### config.mk
export PLATFORM = sky130hd
export DESIGN_NAME = matrix_outer_mult
export DESIGN_NICKNAME = d
export VERILOG_FILES = /design/src/rtl/matrix_outer_mult_pkg.sv /design/src/rtl/matrix_outer_mult_mult_unit.sv /design/src/rtl/matrix_outer_mult.sv
export SDC_FILE = /design/constraint.sdc
export NUM_CORES = 1
export LEC_CHECK = 0
export ABC_AREA = 1
export CAP_MARGIN = 0
export CORE_AREA = 5 5 391 239
export DETAILED_ROUTE_END_ITERATION = 7
export DIE_AREA = 0 0 396 244
export DONT_BUFFER_PORTS = 1
export HOLD_SLACK_MARGIN = 0.06
export PLACE_DENSITY_LB_ADDON = 0.1
export SLEW_MARGIN = 20
export SYNTH_ARGS = -nofsm -noshare
export SYNTH_HDL_FRONTEND = slang
export SYNTH_SLANG_ARGS = --single-unit
### constraint.sdc
create_clock -name clk -period 4.1 [get_ports clk]
set_input_delay 0.615 -clock clk [delete_from_list [all_inputs] [get_ports clk]]
set_output_delay 0.615 -clock clk [all_outputs]
set_load 0.01 [all_outputs]
### src/rtl/matrix_outer_mult_pkg.sv
// Shared widths and counts for the 3x3 outer-product multiplier.
// Imported by the top level, the multiplier unit and the bench.
package matrix_outer_mult_pkg;

  localparam int DW = 8;
  localparam int PW = 2*DW + 1;
  localparam int NV = 3;
  localparam int NP = NV*NV;

endpackage

### src/rtl/matrix_outer_mult_mult_unit.sv
// Unsigned DW x DW multiplier.
// The result is zero-extended into a PW-bit word with a spare headroom bit.
module mult_unit
  import matrix_outer_mult_pkg::*;
(
  input  logic [DW-1:0] a,
  input  logic [DW-1:0] b,
  output logic [PW-1:0] p
);

  logic [2*DW-1:0] ax;
  logic [2*DW-1:0] bx;
  logic [2*DW-1:0] m;

  assign ax = {{DW{1'b0}}, a};
  assign bx = {{DW{1'b0}}, b};
  assign m  = ax * bx;
  assign p  = {1'b0, m};

endmodule

### src/rtl/matrix_outer_mult.sv
// Two-stage pipelined 3x3 unsigned outer product, c = a (x) b.
// Stage 1 holds the operands and stage 2 holds the nine products.
module matrix_outer_mult
  import matrix_outer_mult_pkg::*;
(
  input  logic          clk,
  input  logic          reset,
  input  logic [DW-1:0] a1,
  input  logic [DW-1:0] a2,
  input  logic [DW-1:0] a3,
  input  logic [DW-1:0] b1,
  input  logic [DW-1:0] b2,
  input  logic [DW-1:0] b3,
  output logic [PW-1:0] c1,
  output logic [PW-1:0] c2,
  output logic [PW-1:0] c3,
  output logic [PW-1:0] c4,
  output logic [PW-1:0] c5,
  output logic [PW-1:0] c6,
  output logic [PW-1:0] c7,
  output logic [PW-1:0] c8,
  output logic [PW-1:0] c9
);

  logic [NV-1:0][DW-1:0] a_q;
  logic [NV-1:0][DW-1:0] b_q;
  logic [NP-1:0][PW-1:0] p;
  logic [NP-1:0][PW-1:0] c_q;

  always_ff @(posedge clk or negedge reset) begin
    if (!reset) begin
      a_q <= '0;
      b_q <= '0;
    end else begin
      a_q <= {a3, a2, a1};
      b_q <= {b3, b2, b1};
    end
  end

  // Row-major: product index 3*i+j is a[i]*b[j].
  for (genvar i = 0; i < NV; i++) begin : g_row
    for (genvar j = 0; j < NV; j++) begin : g_col
      mult_unit u_mult (
        .a (a_q[i]),
        .b (b_q[j]),
        .p (p[NV*i+j])
      );
    end
  end

  always_ff @(posedge clk or negedge reset) begin
    if (!reset) begin
      c_q <= '0;
    end else begin
      c_q <= p;
    end
  end

  assign c1 = c_q[0];
  assign c2 = c_q[1];
  assign c3 = c_q[2];
  assign c4 = c_q[3];
  assign c5 = c_q[4];
  assign c6 = c_q[5];
  assign c7 = c_q[6];
  assign c8 = c_q[7];
  assign c9 = c_q[8];

endmodule

Word-level counts from Yosys, hierarchy flattened
Cells that the tools add are included.
W data, S select, Z words.
{"block": "totals", "register_bits": 192, "inputBits": 50}
{"block": "op_classes", "n_mul": 9}
{"operator": "$mul A8 B8 Y16", "n": 9}

Longest topological paths before layout
{"block": "logic_depth", "ltp_word": 1, "depth_mapped": 20, "ltp_nobuf": 19}

By module
Synthesis repeated with hierarchy kept, for this count alone.
{"block": "unflattened", "hier_cells": 3612, "area_unflattened_um2": 26810.7}
{"mod": "mult_unit (g_row[1].g_col[0].u_mult ...)", "n_inst": 4, "seq_area_each_um2": 0.0, "cells_each": 380, "area_each_um2": 2428.6}
{"mod": "matrix_outer_mult", "n_inst": 1, "seq_area_each_um2": 5029.8, "cells_each": 201, "area_each_um2": 5029.8}
{"mod": "mult_unit (g_row[0].g_col[1].u_mult ...)", "n_inst": 2, "seq_area_each_um2": 0.0, "cells_each": 377, "area_each_um2": 2407.3}
{"mod": "mult_unit (g_row[2].g_col[2].u_mult)", "n_inst": 1, "seq_area_each_um2": 0.0, "cells_each": 380, "area_each_um2": 2426.1}
{"mod": "mult_unit (g_row[2].g_col[1].u_mult)", "n_inst": 1, "seq_area_each_um2": 0.0, "cells_each": 380, "area_each_um2": 2423.6}
{"mod": "mult_unit (g_row[0].g_col[0].u_mult)", "n_inst": 1, "seq_area_each_um2": 0.0, "cells_each": 377, "area_each_um2": 2402.3}

Least setup slack after synthesis
Ideal clock, no wire load.
{"block": "synth_timing", "path_type": "register to register", "start": "register b_q[2] (netlist bit)", "end": "register c_q, in the netlist c7[10]", "t_arrival_ps": 3643, "setup_slack_ps": 334, "required_ps": 3976, "path_stages_with_launch": 18, "setup_time_ps": 124, "cell_sequence": "dfrtp_1 -> clkbuf_1 -> nand2_1 -> fa_1 -> fa_1 -> inv_1 -> fa_1 -> inv_1 -> fa_1 -> inv_1 -> ha_1 -> nand2_1 -> nand2_1 -> nand2_1 -> nand2_1 -> inv_1 -> nand2_1 -> xor2_1"}
{"block": "synth_via", "elab_chain_cells": 1}
{"item": "start: declaration", "line": "matrix_outer_mult.sv:26", "text": "logic [NV-1:0][DW-1:0] b_q;"}
{"item": "start signal: assignment", "line": "matrix_outer_mult.sv:36", "text": "b_q <= {b3, b2, b1};"}
{"item": "$mul A8 B8 Y16", "line": "matrix_outer_mult_mult_unit.sv:17", "text": "assign m = ax * bx;"}
{"item": "named net g_row[2].g_col[0].u_mult.m[10]", "line": "matrix_outer_mult_mult_unit.sv:13", "text": "logic [2*DW-1:0] m;"}
{"item": "end signal: assignment", "line": "matrix_outer_mult.sv:55", "text": "c_q <= p;"}
{"item": "end: declaration", "line": "matrix_outer_mult.sv:28", "text": "logic [NP-1:0][PW-1:0] c_q;"}
The timed path passes the listed nets, and every way through them passes these cells.

Worst setup path in the final report
{"block": "layout_timing", "start": "register a_q[4] (netlist bit)", "end": "register c_q, in the netlist c2[10]"}
{"block": "layout_via", "elab_chain_cells": 1}
{"item": "start: declaration", "line": "matrix_outer_mult.sv:25", "text": "logic [NV-1:0][DW-1:0] a_q;"}
{"item": "start signal: assignment", "line": "matrix_outer_mult.sv:35", "text": "a_q <= {a3, a2, a1};"}
{"item": "$mul A8 B8 Y16", "line": "matrix_outer_mult_mult_unit.sv:17"}
{"item": "named net g_row[0].g_col[1].u_mult.m[10]", "line": "matrix_outer_mult_mult_unit.sv:13"}
The timed path passes the listed nets, and every way through them passes these cells.

==> flow_summary.yaml <==
cts:
  worstSkewPairLatency_ns: 0.55
  cts_root_buf: "clkbuf_16"
  cts-buffers-inserted: 17
  clock-sinks: 192
  hold_buffers: 48
  cts_buffer_depth: 2
  cts-htree-levels: 4
  path_clk_slew_ns: 0.09
  tritoncts: "done"
placement:
  dp.cells: 4765
  gp_congestion: 0.8385
  dp_slack_ns: 0.02671
  portBuffers: 0
  hpwl_microns: 58520
  place_area_sq_um: 28750
setup_path:
  crit_required_ns: 4.55
  r2r_end: "c2[10]"
  cp-start-kind: "flip-flop"
  crit_type: "flip-flop to flip-flop"
  reg2reg_slack_ns: 0.14
  r2r-start: "a_q[4]"
  worstPathMaxFanout: 6
  reg2regPathDepth: 18
  arrival_ns: 4.41
  end_kind: "flip-flop"
final_layout:
  design_area_sq_um: 30650
  fin_util_pct: 34.34
  reg.largest.list: "a_q (24), b_q (24)"
  layout.cells.non_filler: 4874
  area_growth_pct: 15.27
  num-nets-final: 4384
  drive_gt1_share_pct: 6.760
route:
  dr.pass1.iters: 5
  drtIter0Drc: 1171
  ant_nets: 0
  drt_wl_total_microns: 78510
  vias_per_cell: 4.101
  avgRoutedWirePerCell_microns: 16.11
  drc: 0
  vias: 19990
synth:
  synthTopCellsByCount: "inv_1 (1203), nand2_1 (1125), fa_1 (324), ha_1 (324), dfrtp_1 (192)"
  yosysWarnings: 0
  synth_area_sq_um: 26590
  netlist-cell-type-count: 19
  yosysTopAreaCell: "fa_1"
  synth-main-ff-cell: "dfrtp_1"
  synthTopCellsByArea: "fa_1 (24%), dfrtp_1 (18%), inv_1 (17%)"
  synth.most_common_cell: "inv_1"
  syn_inst: 3603
  seq_area_frac_synth_pct: 18.07
  synth_edf_count: 0
  async_reset_ff_share_pct: 100.0
  ys_ff_latch: 192
  yosysTopAreaCellShare_pct: 24.40
  avgSynthCellArea_sq_um: 7.379
floorplanning:
  die_area_sq_um: 96620
  io_pins: 203
  start_util_pct: 29.80
  core_area_sq_um: 89230
  num_rows: 85
  die_y_microns: 244
  die_x_microns: 396
grt:
  grt_use_met3_pct: 3.365
  met2_usage_pct: 21.89
  grt-ovfl-total: 0
  gr-usage-met1_pct: 26.26
  antenna_found_initial: 6
  busiest_layer: "met1"
  grt_pass1_vias: 19990
  grt_pass1_wl_microns: 120700
  gr-usage-all-layers_pct: 16.21
  grt_max_degree: 193
timing:
  fin_worst_skew_ns: 0.02633
  setup_violations: 0
  max_slew_margin_pct: 43.54
  drv_slew: 0
  period_needed_ns: 3.957
  worstMarginPinSlew_ns: 0.8468
  clock.fmax_mhz: 252.7
  post-route-period-util_pct: 96.52
  rsz0062_at_grt: "true"
  hold_violations: 192
  finalWorstSetupSlack_ns: 0.1428
  worst_hold_slack_ns: -0.2354
hold_path:
  hp-class: "primary input to asynchronous set/reset pin"
run:
  max-cap-violations: 0
pwr:
  p_leak_nw: 20.04
  cellPowerDensity_nw_per_um2: 463.5
  peakVddDrop_v: 0.0003463
status:
  violations: "hold timing"
  status: "finished, violations left"
==> worst max-delay path: stages, from the launching register on <==
cell	delay (ns)
dfrtp_2	0.45
buf_12	0.15
clkbuf_16	0.16
nand2_1	0.06
inv_1	0.05
fa_1	0.55
fa_1	0.43
fa_1	0.49
inv_1	0.05
fa_2	0.57
inv_2	0.05
ha_4	0.30
nand2_1	0.07
nand2_2	0.08
inv_1	0.04
nand2_1	0.07
inv_1	0.04
nand2_1	0.06
xor2_1	0.19
==> cell type report <==
type | instances | area, sq um
Antenna cell | 2 | 5.005
Clock inverter | 14 | 175.2
Fill cell | 9611 | 58580
Sequential cell | 192 | 4820
Inverter | 1208 | 4534
Tap cell | 1174 | 1469
Multi-Input combinational cell | 2106 | 17080
Clock buffer | 17 | 425.4
Timing Repair Buffer | 161 | 2142
==> repair_timing <==
action | 4_1_cts | 5_1_grt
hold endpoints to repair | 240 | 192
buffers inserted | 0 | 16
pin swaps | 0 | 11
resized for setup | 1 | 85
cloned | 0 | 12
endpoints found under the setup margin | 1 | 53
==> per-stage QoR <==
step	setup TNS (ns)	power [mW]
2_1_floorplan	0	9.216
3_3_place_gp	0	11.87
3_5_place_dp	0	11.73
4_1_cts	0	13.89
5_1_grt	-0.1062	15.89
6_report	0	14.20
==> layout by cell type (no fill, tap or decap), types with 5 or more instances in the layout <==
master and count:
inv_1 1198, nand2_1 1113, fa_1 319, ha_1 296, dfrtp_1 180, nand3_1 90, nor2_1 55, xor2_1 53
buf_4 51, dlygate4sd3_1 48, buf_12 47, nand4_1 45, a21oi_1 33, clkbuf_16 29, nand2_2 21, ha_4 19
nand3_2 18, dfrtp_2 12, inv_2 10, xnor2_1 9, ha_2 9, conb_1 9, nor2_2 8, fa_2 5
inv_6 5
==> routing by layer <==
layer	vias up	share of wire (%)
li1	10280	-
met1	9339	56
met2	340	38
met3	29	5.0
met4	4	0.86
met5	-	0.025
==> cell families (layout without fill, tap and decap cells) <==
family,count (synthesis),after routing,share of synthesized area [%]
other,1,11,0.01410
buffers and inverters,1313,1400,19.09
xor gates and xnor gates,63,63,2.075
and+or+nand+nor,1350,1350,20.42
adders and majority gates,648,648,39.64
DFF,192,192,18.07
AOI/OAI and AO/OA,36,36,0.6777
==> power breakdown <==
part | switching [mW] | leakage [nW] | total (mW) | internal [mW]
sequential | 0.621 | 2.28 | 3.18 | 2.56
combinational | 5.62 | 17.5 | 9.13 | 3.51
clock | 0.931 | 0.293 | 1.89 | 0.964
total | 7.17 | 20.0 | 14.2 | 7.03
==> how the worst max path moves through the flow <==
stage,from,end,slack [ns],depth (start not counted)
global placement,a_q[23],c9[15],0.05,17
CTS,a_q[7],c3[12],0.05,15
global route,a_q[4],c2[15],-0.03,19
floorplan,b_q[2],c7[10],0.33,17
detailed placement,a_q[23],c9[15],0.03,17
finish,a_q[4],c2[10],0.14,18
Power figures use the tool's default switching activity.
